--- config.mk ---
export PLATFORM = sky130hd
export DESIGN_NAME = itu656_encoder
export DESIGN_NICKNAME = d
export VERILOG_FILES = /design/src/rtl/itu656_pkg.sv /design/src/rtl/itu656_timing.sv /design/src/rtl/itu656_encoder.sv
export SDC_FILE = /design/constraint.sdc
export NUM_CORES = 1
export LEC_CHECK = 0
export ABC_AREA = 1
export CAP_MARGIN = 25
export CORE_UTILIZATION = 35
export DETAILED_ROUTE_END_ITERATION = 12
export PLACE_DENSITY_LB_ADDON = 0.2
export SYNTH_ARGS = -nofsm -noshare
export SYNTH_HDL_FRONTEND = slang
export SYNTH_SLANG_ARGS = --single-unit
--- constraint.sdc ---
create_clock -name iCLK_27 -period 3.8 [get_ports iCLK_27]
set_input_delay 1.14 -clock iCLK_27 [delete_from_list [all_inputs] [get_ports iCLK_27]]
set_output_delay 1.14 -clock iCLK_27 [all_outputs]
set_load 0.01 [all_outputs]
--- src/rtl/itu656_pkg.sv ---
// itu656_pkg: BT.656 timing constants, code bytes and helper functions.
// Shared by itu656_timing and itu656_encoder.
package itu656_pkg;

  localparam int NTSC_H_TOTAL = 1716;
  localparam int PAL_H_TOTAL  = 1728;
  localparam int H_ACTIVE_STD = 1440;
  localparam int NTSC_LINES   = 525;
  localparam int PAL_LINES    = 625;

  localparam int NTSC_F_CLR  = 4;
  localparam int NTSC_F_SET  = 266;
  localparam int NTSC_V_CLR0 = 20;
  localparam int NTSC_V_SET0 = 264;
  localparam int NTSC_V_CLR1 = 283;

  localparam int PAL_F_CLR  = 1;
  localparam int PAL_F_SET  = 313;
  localparam int PAL_V_CLR0 = 23;
  localparam int PAL_V_SET0 = 311;
  localparam int PAL_V_CLR1 = 336;

  localparam logic [7:0] PRE_FF  = 8'hFF;
  localparam logic [7:0] PRE_00  = 8'h00;
  localparam logic [7:0] BLANK_C = 8'h80;
  localparam logic [7:0] BLANK_Y = 8'h10;

  typedef enum logic [1:0] {
    REG_EAV,
    REG_BLANK,
    REG_SAV,
    REG_ACT
  } region_t;

  typedef struct packed {
    logic [7:0] y;
    logic [7:0] cb;
    logic [7:0] cr;
  } ycc_t;

  function automatic logic [7:0] xy_code(
    input logic f,
    input logic v,
    input logic h
  );
    return {1'b1, f, v, h, v ^ h, f ^ h, f ^ v, f ^ v ^ h};
  endfunction

  function automatic logic [7:0] preamble(
    input logic [1:0] idx,
    input logic [7:0] xy
  );
    logic [7:0] b;
    unique case (idx)
      2'd0:    b = PRE_FF;
      2'd3:    b = xy;
      default: b = PRE_00;
    endcase
    return b;
  endfunction

  // 00 and FF are reserved for timing reference codes
  function automatic logic [7:0] clamp656(input logic [7:0] b);
    logic [7:0] r;
    r = b;
    if (b == 8'h00) r = 8'h01;
    else if (b == 8'hFF) r = 8'hFE;
    return r;
  endfunction

  function automatic ycc_t bar_color(input logic [2:0] idx);
    ycc_t c;
    unique case (idx)
      3'd0: c = '{8'd180, 8'd128, 8'd128};
      3'd1: c = '{8'd162, 8'd44,  8'd142};
      3'd2: c = '{8'd131, 8'd156, 8'd44};
      3'd3: c = '{8'd112, 8'd72,  8'd58};
      3'd4: c = '{8'd84,  8'd184, 8'd198};
      3'd5: c = '{8'd65,  8'd100, 8'd212};
      3'd6: c = '{8'd35,  8'd212, 8'd114};
      3'd7: c = '{8'd16,  8'd128, 8'd128};
    endcase
    return c;
  endfunction

endpackage

--- src/rtl/itu656_timing.sv ---
// itu656_timing: byte/line counters with F, V and line-region decode.
// Byte positions 0..3 are EAV, the four before active video are SAV.
module itu656_timing
  import itu656_pkg::*;
#(
  parameter  int H_TOTAL    = NTSC_H_TOTAL,
  parameter  int H_ACTIVE   = H_ACTIVE_STD,
  parameter  int LINES      = NTSC_LINES,
  parameter  int F_CLR_LINE = NTSC_F_CLR,
  parameter  int F_SET_LINE = NTSC_F_SET,
  parameter  int V_CLR0     = NTSC_V_CLR0,
  parameter  int V_SET0     = NTSC_V_SET0,
  parameter  int V_CLR1     = NTSC_V_CLR1,
  localparam int HW         = $clog2(H_TOTAL),
  localparam int LW         = $clog2(LINES + 1)
) (
  input  logic          clk,
  input  logic          rst_n,
  output logic [HW-1:0] hcnt,
  output logic [LW-1:0] line,
  output logic          f,
  output logic          v,
  output region_t       region,
  output logic [1:0]    pre_idx,
  output logic [HW-1:0] act_idx
);

  localparam int SAV0 = H_TOTAL - H_ACTIVE - 4;

  always_ff @(posedge clk) begin
    if (!rst_n) begin
      hcnt <= '0;
      line <= LW'(1);
    end else if (hcnt == HW'(H_TOTAL - 1)) begin
      hcnt <= '0;
      line <= (line == LW'(LINES)) ? LW'(1) : line + LW'(1);
    end else begin
      hcnt <= hcnt + HW'(1);
    end
  end

  assign f = (line < LW'(F_CLR_LINE)) || (line >= LW'(F_SET_LINE));
  assign v = (line < LW'(V_CLR0)) ||
             ((line >= LW'(V_SET0)) && (line < LW'(V_CLR1)));

  always_comb begin
    region = REG_ACT;
    if (hcnt < HW'(4)) region = REG_EAV;
    else if (hcnt < HW'(SAV0)) region = REG_BLANK;
    else if (hcnt < HW'(SAV0 + 4)) region = REG_SAV;
  end

  assign pre_idx = (region == REG_EAV) ? hcnt[1:0]
                                       : 2'(hcnt - HW'(SAV0));
  assign act_idx = hcnt - HW'(H_TOTAL - H_ACTIVE);

endmodule

--- src/rtl/itu656_encoder.sv ---
// itu656_encoder: BT.656 byte serialiser with pixel pull, clamp and flags.
// Define ITU656_COLORBAR_EN to add iBar_En and the colour-bar source.
module itu656_encoder
  import itu656_pkg::*;
#(
  parameter  int H_TOTAL    = NTSC_H_TOTAL,
  parameter  int H_ACTIVE   = H_ACTIVE_STD,
  parameter  int LINES      = NTSC_LINES,
  parameter  int F_CLR_LINE = NTSC_F_CLR,
  parameter  int F_SET_LINE = NTSC_F_SET,
  parameter  int V_CLR0     = NTSC_V_CLR0,
  parameter  int V_SET0     = NTSC_V_SET0,
  parameter  int V_CLR1     = NTSC_V_CLR1,
  localparam int HW         = $clog2(H_TOTAL),
  localparam int LW         = $clog2(LINES + 1)
) (
  input  logic        iCLK_27,
  input  logic        iRST_N,
`ifdef ITU656_COLORBAR_EN
  input  logic        iBar_En,
`endif
  input  logic [15:0] iYCbCr,
  output logic        oRequest,
  output logic [7:0]  oTD_DATA,
  output logic        oH,
  output logic        oV,
  output logic        oF,
  output logic        oSOF
);

  localparam int   A0      = H_TOTAL - H_ACTIVE;
  localparam logic REQ_PAR = 1'((A0 - 2) % 2);

  logic [HW-1:0] hcnt;
  logic [HW-1:0] act_idx;
  logic [LW-1:0] line;
  logic          f;
  logic          v;
  region_t       region;
  logic [1:0]    pre_idx;
  logic          bar_on;
  logic [7:0]    y_hold;
  logic [7:0]    src_byte;
  logic [7:0]    byte_next;
  logic          h_next;
  logic          req_next;
  logic          c_slot;

  itu656_timing #(
    .H_TOTAL   (H_TOTAL),
    .H_ACTIVE  (H_ACTIVE),
    .LINES     (LINES),
    .F_CLR_LINE(F_CLR_LINE),
    .F_SET_LINE(F_SET_LINE),
    .V_CLR0    (V_CLR0),
    .V_SET0    (V_SET0),
    .V_CLR1    (V_CLR1)
  ) u_timing (
    .clk    (iCLK_27),
    .rst_n  (iRST_N),
    .hcnt   (hcnt),
    .line   (line),
    .f      (f),
    .v      (v),
    .region (region),
    .pre_idx(pre_idx),
    .act_idx(act_idx)
  );

`ifdef ITU656_COLORBAR_EN
  logic       bar_q;
  ycc_t       bar;
  logic [7:0] bar_byte;

  always_ff @(posedge iCLK_27) begin
    if (!iRST_N) bar_q <= 1'b0;
    else if (hcnt == '0) bar_q <= iBar_En;
  end

  assign bar_on = bar_q;
  assign bar    = bar_color(3'(act_idx / HW'(H_ACTIVE / 8)));

  always_comb begin
    unique case (act_idx[1:0])
      2'd0:    bar_byte = bar.cb;
      2'd2:    bar_byte = bar.cr;
      default: bar_byte = bar.y;
    endcase
  end
`else
  logic unused_idx;
  assign bar_on     = 1'b0;
  assign unused_idx = ^act_idx[HW-1:1];
`endif

  assign c_slot = (region == REG_ACT) && !act_idx[0];

  // request lands two bytes ahead so the word arrives for its C slot
  assign req_next = !v && !bar_on &&
                    (hcnt >= HW'(A0 - 2)) &&
                    (hcnt <= HW'(H_TOTAL - 4)) &&
                    (hcnt[0] == REQ_PAR);

  always_ff @(posedge iCLK_27) begin
    if (!iRST_N) y_hold <= '0;
    else if (c_slot && !v && !bar_on) y_hold <= iYCbCr[7:0];
  end

  always_comb begin
    src_byte = clamp656(act_idx[0] ? y_hold : iYCbCr[15:8]);
`ifdef ITU656_COLORBAR_EN
    if (bar_on) src_byte = bar_byte;
`endif
  end

  always_comb begin
    byte_next = BLANK_C;
    h_next    = 1'b0;
    unique case (region)
      REG_EAV: begin
        byte_next = preamble(pre_idx, xy_code(f, v, 1'b1));
        h_next    = 1'b1;
      end
      REG_BLANK: begin
        byte_next = hcnt[0] ? BLANK_Y : BLANK_C;
        h_next    = 1'b1;
      end
      REG_SAV: begin
        byte_next = preamble(pre_idx, xy_code(f, v, 1'b0));
      end
      default: begin
        if (v) byte_next = act_idx[0] ? BLANK_Y : BLANK_C;
        else byte_next = src_byte;
      end
    endcase
  end

  always_ff @(posedge iCLK_27) begin
    if (!iRST_N) begin
      oTD_DATA <= BLANK_C;
      oRequest <= 1'b0;
      oH       <= 1'b0;
      oV       <= 1'b0;
      oF       <= 1'b0;
      oSOF     <= 1'b0;
    end else begin
      oTD_DATA <= byte_next;
      oRequest <= req_next;
      oH       <= h_next;
      oV       <= v;
      oF       <= f;
      oSOF     <= (hcnt == '0) && (line == LW'(1));
    end
  end

endmodule

# [Yosys cells after proc, flatten, opt, wreduce, memory -nomap -nowiden]
# Cells that the tools add are included.
[op_classes] add_sub_neg=4 n_mul=0 div=0 order_cmp=10 eq_ne=8 shifts=0 muxes=15 bitwise_logic=6 reduce_logical=17
[op_table] op="two-way mux 8 bit" n=6
[op_table] op="case mux 8 bit (2 select lines)" n=2
[op_table] op="case mux 8 bit (3 select lines)" n=1
[op_table] op="less-than comparator 11 x 9 -> 1 bit (second input constant)" n=2
[op_table] op="greater-or-equal comparator 10 x 9 -> 1 bit (second input constant)" n=2
[op_table] op="adder 11 x 1 -> 11 bit (second input constant)" n=1
[op_table] op="equality test 11 bit (second input constant)" n=1
[op_table] op="greater-or-equal comparator 11 x 9 -> 1 bit (second input constant)" n=1
[op_table] op="less-or-equal comparator 11 bit (second input constant)" n=1
[op_table] op="logical NOT 11 bit" n=1
[op_table] op="less-than comparator 11 x 3 -> 1 bit (second input constant)" n=1
[op_table] op="adder 10 x 1 -> 10 bit (second input constant)" n=1
[op_table] op="equality test 10 x 1 -> 1 bit (second input constant)" n=1
[op_table] op="equality test 10 bit (second input constant)" n=1
[op_table] op="less-than comparator 10 x 3 -> 1 bit (second input constant)" n=1
[op_table] op="less-than comparator 10 x 5 -> 1 bit (second input constant)" n=1
[op_table] op="less-than comparator 10 x 9 -> 1 bit (second input constant)" n=1
[op_table] op="two-way mux 10 bit" n=1
[op_table] op="equality test 8 bit (second input constant)" n=1
[op_table] op="logical NOT 8 bit" n=1
[op_table] op="logical AND 1 bit" n=7
[op_table] op="equality test 2 bit (second input constant)" n=3
[op_table] op="two-way mux 2 bit" n=3
[op_table] op="NOT 1 bit" n=5
[op_table] op="9 further kinds" n=14
[totals] regBits=42 latchBits=0 mem_bits_rw=0 romBits=0 in_bits=18 output_inout_bits=13 word_cells=69 n_memories=0

# [Longest topological paths before layout]
# Gate-level depths: netlist of run 1.
[logic_depth] word_depth=9 mapped_depth=15 depth_no_buf=14

# [Hierarchy]
# From an unflattened synthesis of run 1, not the netlist that was laid out.
[hier_totals] cells_unflattened=398 hier_area_um2=2593.7
[by_module_without_submodules] mod="itu656_timing" n_inst=1 cells_each=217 area_per_inst_um2=1428.9 seq_area_each_um2=420.4
[by_module_without_submodules] mod="itu656_encoder" n_inst=1 cells_each=181 area_per_inst_um2=1164.9 seq_area_each_um2=420.4

# [Least setup slack after synthesis of run 1]
# Ideal clock, no wire load.
[synth_path] path_kind="in2reg" startpoint="input port iYCbCr[14]" endpoint="register oTD_DATA[0]" setup_time_ns=0.056 arrival_time_ns=1.882 required_ns=3.744 setup_slack_ns=1.862 path_stages=9 path_buffers=0 cell_sequence="o21ai_0 > nand2_1 > nor3_1 > nand2_1 > nand2_1 > nand2_1 > nand3_1 > nand2_1 > inv_1"
[synth_via] elab_chain_len=6 elab_cells_between_ends=7 cone_classes="1 x eq/ne; 5 x mux; 1 x reduce/logical"
[synth_rtl] item="from (decl)" line="itu656_encoder.sv:22" source="input logic [15:0] iYCbCr,"
[synth_rtl] item="two-way mux 8 bit (*)" line="itu656_encoder.sv:110" source="src_byte = clamp656(act_idx[0] ? y_hold : iYCbCr[15:8]);"
[synth_rtl] item="equality test 8 bit" line="itu656_pkg.sv:67" source="else if (b == 8'hFF) r = 8'hFE;"
[synth_rtl] item="two-way mux 8 bit" line="itu656_pkg.sv:67"
[synth_rtl] item="two-way mux 8 bit (*)" line="itu656_pkg.sv:66" source="if (b == 8'h00) r = 8'h01;"
[synth_rtl] item="two-way mux 8 bit (*)" line="itu656_encoder.sv:132" source="if (v) byte_next = act_idx[0] ? BLANK_Y : BLANK_C;"
[synth_rtl] item="case mux 8 bit (3 select lines) (*)" line="itu656_encoder.sv:119" source="unique case (region)"
[synth_rtl] item="to (signal assigned)" line="itu656_encoder.sv:147" source="oTD_DATA <= byte_next;"
[synth_rtl] item="to (decl)" line="itu656_encoder.sv:24" source="output logic [7:0] oTD_DATA,"
# Every way passes the cells marked *; elsewhere a longest branch is shown, timed or not.
# A chain may end at the register's enable or synchronous reset.

# [Worst setup path in the final report of run 1]
[layout_path] startpoint="register oTD_DATA[3]" endpoint="output port oTD_DATA[3]"
# No word-level cell between the ends.

==> results of run 1 <==
-- layout make-up --
| cell class | instances | area, µm² |
|---|---|---|
| Fill cell | 679 | 3600 |
| Multi-Input combinational cell | 258 | 1280 |
| Sequential cell | 42 | 841 |
| Timing Repair Buffer | 33 | 323 |
| Inverter | 49 | 184 |
| Tap cell | 77 | 96.3 |
| Clock buffer | 6 | 82.6 |
| Clock inverter | 2 | 12.5 |
-- cells in the final DEF, fill, tap and decap left out, types with 2 or more instances in the layout --
master | synthesis | routed
clkbuf_8 | 0 | 6
nor3_2 | 2 | 2
inv_2 | 5 | 5
nand2_1 | 89 | 89
nor2_2 | 3 | 3
dfxtp_1 | 42 | 42
a31oi_1 | 2 | 2
o21ai_1 | 2 | 2
inv_1 | 42 | 42
nor3b_1 | 2 | 2
buf_4 | 3 | 3
clkinv_1 | 2 | 2
clkdlybuf4s50_1 | 0 | 30
ha_1 | 5 | 5
nand3_1 | 30 | 30
nor4_1 | 4 | 4
o21ai_0 | 21 | 21
a21oi_1 | 19 | 19
nor3_1 | 12 | 12
a221oi_1 | 2 | 2
nand2_2 | 2 | 2
xor2_1 | 4 | 4
nor2_1 | 43 | 43
nand4_1 | 5 | 5
-- power groups by stage --
stage                     logic (mW)  clock network [mW]  registers, mW
after floorplan               0.0625                   0          0.478
after global placement         0.130                   0          0.471
after detailed placement       0.130                   0          0.472
after CTS                      0.130               0.314          0.462
after global routing           0.144               0.332          0.463
final                          0.130               0.303          0.461
-- worst min-delay path, cell delays in order, from the launching register on --
cell,delay (ns)
dfxtp_1,0.30
inv_1,0.06
a21oi_1,0.05
-- worst paths after layout --
kind / to / cells after the start
min reg2reg: y_hold[0] / 2
min: y_hold[0] / 2
max reg2reg: u_timing.line[6] / 8
max: oTD_DATA[3] / 1
-- sequential cells by signal, summed over array words and instances (netlist names) --
register / count
oRequest: 1
oH: 1
oTD_DATA: 8
oSOF: 1
y_hold: 8
oF: 1
u_timing.hcnt: 11
u_timing.line: 10
oV: 1
-- per-stage QoR --
stage | instances | power (mW)
after CTS | 467 | 0.905
after global placement | 459 | 0.602
after floorplan | 355 | 0.540
after global routing | 467 | 0.940
final | 467 | 0.894
after detailed placement | 459 | 0.602
-- metal layers --
metal | up-vias | GRT usage | routed length (µm) | part of all wire
met1 | 1059 | 0.230 | 2730 | 0.49
met3 | 8 | 0.0307 | 289 | 0.052
met5 | - | 0 | 0 | 0
met4 | 0 | 0.0580 | 90 | 0.016
met2 | 64 | 0.270 | 2480 | 0.44
li1 | 1219 | - | - | -
-- logic make-up after synthesis --
logic type	after synthesis	share of synthesized area
fa+ha+maj	5	0.0266
simple gates	197	0.378
flops	42	0.358
compound gates	52	0.126
buf+inv	55	0.0963
xor+xnor	4	0.0149
==> qor.yml, run 1 <==
synthesis:
  ys_warn_count: 0
  yosys_register_bits: 42
  syn_inst: 355
  ys.flop_type: "dfxtp_1"
  synth_edf_count: 0
  yosysMostFrequentCell: "nand2_1"
  syn-cell-area_um2: 2350
  synth_top_area_frac: 0.358
  yosys.area.top_type: "dfxtp_1"
  synthTopCellsByCount: "nand2_1 (89), nor2_1 (43), dfxtp_1 (42), inv_1 (42), nand3_1 (30)"
  yosys-top-cells-area: "dfxtp_1 (36%), nand2_1 (14%), nor2_1 (6.9%)"
  avgSynthCellArea_um2: 6.62
  async_reset_ff_frac: 0
  yosys.cell_types.count: 36
  synth_fp_nets: 378
  ys_seq_area_frac: 0.358
timing:
  fin_tns_setup_ns: 0
  period_share: 0.606
  fmax_ghz: 0.434
  finalClockSkew_ns: 0.00964
  slew_headroom: 0.689
  min_period_ns: 2.30
  setup_ws_ns: 1.50
  final-hold-violation-count: 0
  setup_viol: 0
  holdWs_ns: 0.450
  rsz0062_at_grt: "false"
  report.final.slew_viol_count: 0
  tightest_slew_ns: 0.463
final_layout:
  stdcell_area_um2: 2820
  n_antenna_cell: 0
  area_growth_syn_to_layout_pct: 20.1
  drive_gt1_frac: 0.0795
  utilization: 0.440
  nNetsFinal: 412
routing:
  remaining_drc_errors: 4
  dr.pass1.iters: 9
  wl_per_cell_um: 12.0
  antenna_left: 0
  wirelength_um: 5590
  drt_iter0_drc: 117
  vias: 2350
  viasPerCell: 5.03
setup_path:
  worstPathArrival_ns: 1.16
  path_delay_family: "buffers and inverters"
  rr_startpoint: "u_timing.hcnt[1]"
  cp.buffers_inverters: 1
  cp-start-kind: "register"
  critPathSlowestCell: "clkdlybuf4s50_1"
  worstSetupStartpoint: "oTD_DATA[3]"
  critPathMaxFanout: 1
  worst-r2r-setup-slack_ns: 1.75
  crit_type: "reg2out"
  crit_chain: "clkdlybuf4s50_1"
  cp.required_ns: 2.66
  crit_path_max_incr_delay_ns: 0.55
  critPathCaptureType: "output pin"
power_and_ir_drop:
  sw_frac_of_total: 0.260
  ir_drop_v: 0.000220
  p_leak_nw: 1.10
  power.switching_mw: 0.232
  pwr_density_cell_nw_per_um2: 317
  intPower_mw: 0.662
  clkPwrFrac: 0.339
  p_comb_frac: 0.145
  seq_power_share: 0.516
cts:
  path_clk_slew_ns: 0.08
  cts_setup_buffers: 0
  insertion_delay_ns: 0.29
  cts_root_buf: "clkbuf_8"
  ctsHoldBuffers: 0
  cts_tree: "built"
  h-tree-depth: 2
  cts_buffers: 5
  cts_resized: 0
  cts_sinks: 42
  cts_max_path_buffers: 2
global_route:
  grt_antenna_before_repair: 0
  grt_max_degree: 20
  grt_remaining_overflow: 0
  grt_pass1_vias: 2189
  track_usage: 0.170
  grt_pass1_wl_um: 9780
die:
  rows: 29
  die_y_um: 84.0
  dieArea_um2: 7050
  die_x_um: 84.0
  floorplan.io_pins: 31
  core_area_um2: 6420
  initial_utilization: 0.366
placement:
  place_congestion: 0.874
  place_worst_setup_slack_ns: 1.25
  io_buffers: 30
  dp_hpwl_um: 4340
  placed_cell_area_um2: 2730
flow_run:
  drv_cap: 0
status:
  status: "finished, violations left"
  violations: "design-rule violations"
hold_path:
  hold_start: "y_hold[0]"
  hold_class: "reg2reg"
No activity file was read; power rests on OpenSTA's default activity.
==> run 2: changes to the inputs <==
Clock period 3.8 ns to 2 ns, I/O delays scaled along.
==> qor.yml, run 2 (synthesized netlist as in run 1, its figures left out) <==
status:
  status: "finished, violations left"
  violations: "design-rule violations"
power_and_ir_drop:
  power.switching_mw: 0.455  # +96%
  clkPwrFrac: 0.377  # +0.038
  sw_frac_of_total: 0.251  # -0.00876
  p_comb_frac: 0.140  # -0.005
  pwr_density_cell_nw_per_um2: 624  # +97%
  ir_drop_v: 0.000380  # +73%
  intPower_mw: 1.36  # +110%
  p_leak_nw: 1.13  # +3.4%
  seq_power_share: 0.483  # -0.033
routing:
  wl_per_cell_um: 12.0  # +0.39%
  remaining_drc_errors: 4  # unchanged
  vias: 2325  # -1.1%
  dr.pass1.iters: 11  # +2
  viasPerCell: 4.92  # -2.3%
  antenna_left: 0  # unchanged
  drt_iter0_drc: 126  # +7.7%
  wirelength_um: 5680  # +1.7%
timing:
  fmax_ghz: 0.564
  rsz0062_at_grt: "true"
  setup_ws_ns: 0.226  # -1.27 ns
  setup_viol: 0  # unchanged
  period_share: 0.887
  report.final.slew_viol_count: 0  # unchanged
  final-hold-violation-count: 0  # unchanged
  slew_headroom: 0.679  # -0.00984
  min_period_ns: 1.77
  tightest_slew_ns: 0.477  # +0.0135 ns
  finalClockSkew_ns: 0.00750  # -0.00214 ns
setup_path:
  crit_type: "reg2out"
  crit_chain: "clkdlybuf4s50_1"
  cp.required_ns: 1.40  # -1.26 ns
  critPathCaptureType: "output pin"
  cp.buffers_inverters: 1  # unchanged
  crit_path_max_incr_delay_ns: 0.53  # -0.02 ns
  path_delay_family: "buffers and inverters"
  critPathMaxFanout: 1  # unchanged
  critPathSlowestCell: "clkdlybuf4s50_1"
  worst-r2r-setup-slack_ns: 0.25  # -1.50 ns
  cp-start-kind: "register"
  worstPathArrival_ns: 1.17  # about the same
die:
  dieArea_um2: 7050  # unchanged
  die_x_um: 84.0  # unchanged
  rows: 29  # unchanged
  initial_utilization: 0.366  # unchanged
  core_area_um2: 6420  # unchanged
  floorplan.io_pins: 31  # unchanged
  die_y_um: 84.0  # unchanged
global_route:
  track_usage: 0.173  # +0.00366
  grt_remaining_overflow: 0  # unchanged
  met1_usage: 0.234  # +0.00382
  grt_pass1_wl_um: 9840  # +0.56%
  grt_busiest_layer: "met2"
  grt_max_degree: 20  # unchanged
  met3_usage: 0.0396  # +0.00890
  grtUsageMet2: 0.276  # +0.00522
  grt_antenna_before_repair: 0  # unchanged
  grt_pass1_vias: 2178  # -0.50%
hold_path:
  hold_class: "reg2reg"
cts:
  insertion_delay_ns: 0.30  # about the same
  path_clk_slew_ns: 0.09  # about the same
  h-tree-depth: 2  # unchanged
  cts_setup_buffers: 0  # unchanged
  cts_resized: 0  # unchanged
  cts_tree: "built"
  cts_buffers: 5  # unchanged
  ctsHoldBuffers: 0  # unchanged
  cts_sinks: 42  # unchanged
  cts_max_path_buffers: 2  # unchanged
  cts_root_buf: "clkbuf_8"
final_layout:
  final_cell_mix: "nand2_1 (88), nor2_1 (43), inv_1 (42), dfxtp_1 (42)"
  layout_commonest_cell: "nand2_1"
  finalNonFillerCells: 473  # +1.3%
  n_antenna_cell: 0  # unchanged
  reg_top3: "u_timing.hcnt (11), u_timing.line (10)"
  drive_gt1_frac: 0.0985  # +0.0190
  area_growth_syn_to_layout_pct: 23.6
  top_register: "u_timing.hcnt"
  largest_reg_flops: 11  # unchanged
  nNetsFinal: 418  # +1.5%
placement:
  dpl.cell_count: 465  # +1.3%
  place_congestion: 0.872  # -0.18%
  io_buffers: 30  # unchanged
  place_worst_setup_slack_ns: 0.00511  # -1.25 ns
  dp_hpwl_um: 4420  # +2.0%
flow_run:
  drv_cap: 0  # unchanged
==> run 2: final cells by class <==
cell class / count / area, µm²
clock inverters: 3 / 45.0
flip-flops and latches: 42 / 841
multi-input cells: 258 / 1290
well taps: 77 / 96.3
inverters: 49 / 184
fillers: 691 / 3520
clock buffers: 5 / 68.8
repair buffers: 39 / 380
==> run 2: through the flow <==
step / hold slack, ns / area (µm²) / TNS (ns) / utilization / total power [mW]
after detailed placement: 0.442 / 2790 / 0 / 0.434 / 1.15
after CTS: 0.455 / 2900 / 0 / 0.451 / 1.84
after floorplan: 0.429 / 2350 / 0 / - / 1.03
final: 0.450 / 2910 / 0 / 0.453 / 1.81
after global placement: 0.440 / 2790 / 0 / 0.434 / 1.15
after global routing: 0.478 / 2910 / -0.0101 / 0.453 / 1.91
==> run 2: path summary, 6_finish.rpt <==
kind                     from          end  cells past startpoint
max                        oH           oH                      1
min reg2reg         y_hold[0]    y_hold[0]                      2
max reg2reg  u_timing.line[1]  oTD_DATA[0]                     11
min                 y_hold[0]    y_hold[0]                      2
==> run 2: worst register-to-register path, stage by stage (launching register included) <==
cell	delay, ns
dfxtp_1	0.35
ha_1	0.23
o21ai_0	0.15
nand2_1	0.12
a21oi_4	0.27
nand2_1	0.11
nand3_1	0.09
nand2_1	0.06
nand2_1	0.07
nand3_1	0.08
nand2_1	0.06
inv_1	0.04
==> run 2: per-layer routing <==
metal	up-vias	share of wire
met4	0	0.012
met5	-	0
met1	1048	0.50
li1	1227	-
met3	6	0.030
met2	44	0.46
==> run 2: power by group through the flow <==
| stage | combinational (mW) | clock [mW] | sequential [mW] |
|---|---|---|---|
| 3_3_place_gp | 0.253 | 0 | 0.897 |
| 6_report | 0.254 | 0.683 | 0.877 |
| 4_1_cts | 0.255 | 0.707 | 0.878 |
| 3_5_place_dp | 0.254 | 0 | 0.897 |
| 2_1_floorplan | 0.119 | 0 | 0.908 |
| 5_1_grt | 0.284 | 0.747 | 0.881 |
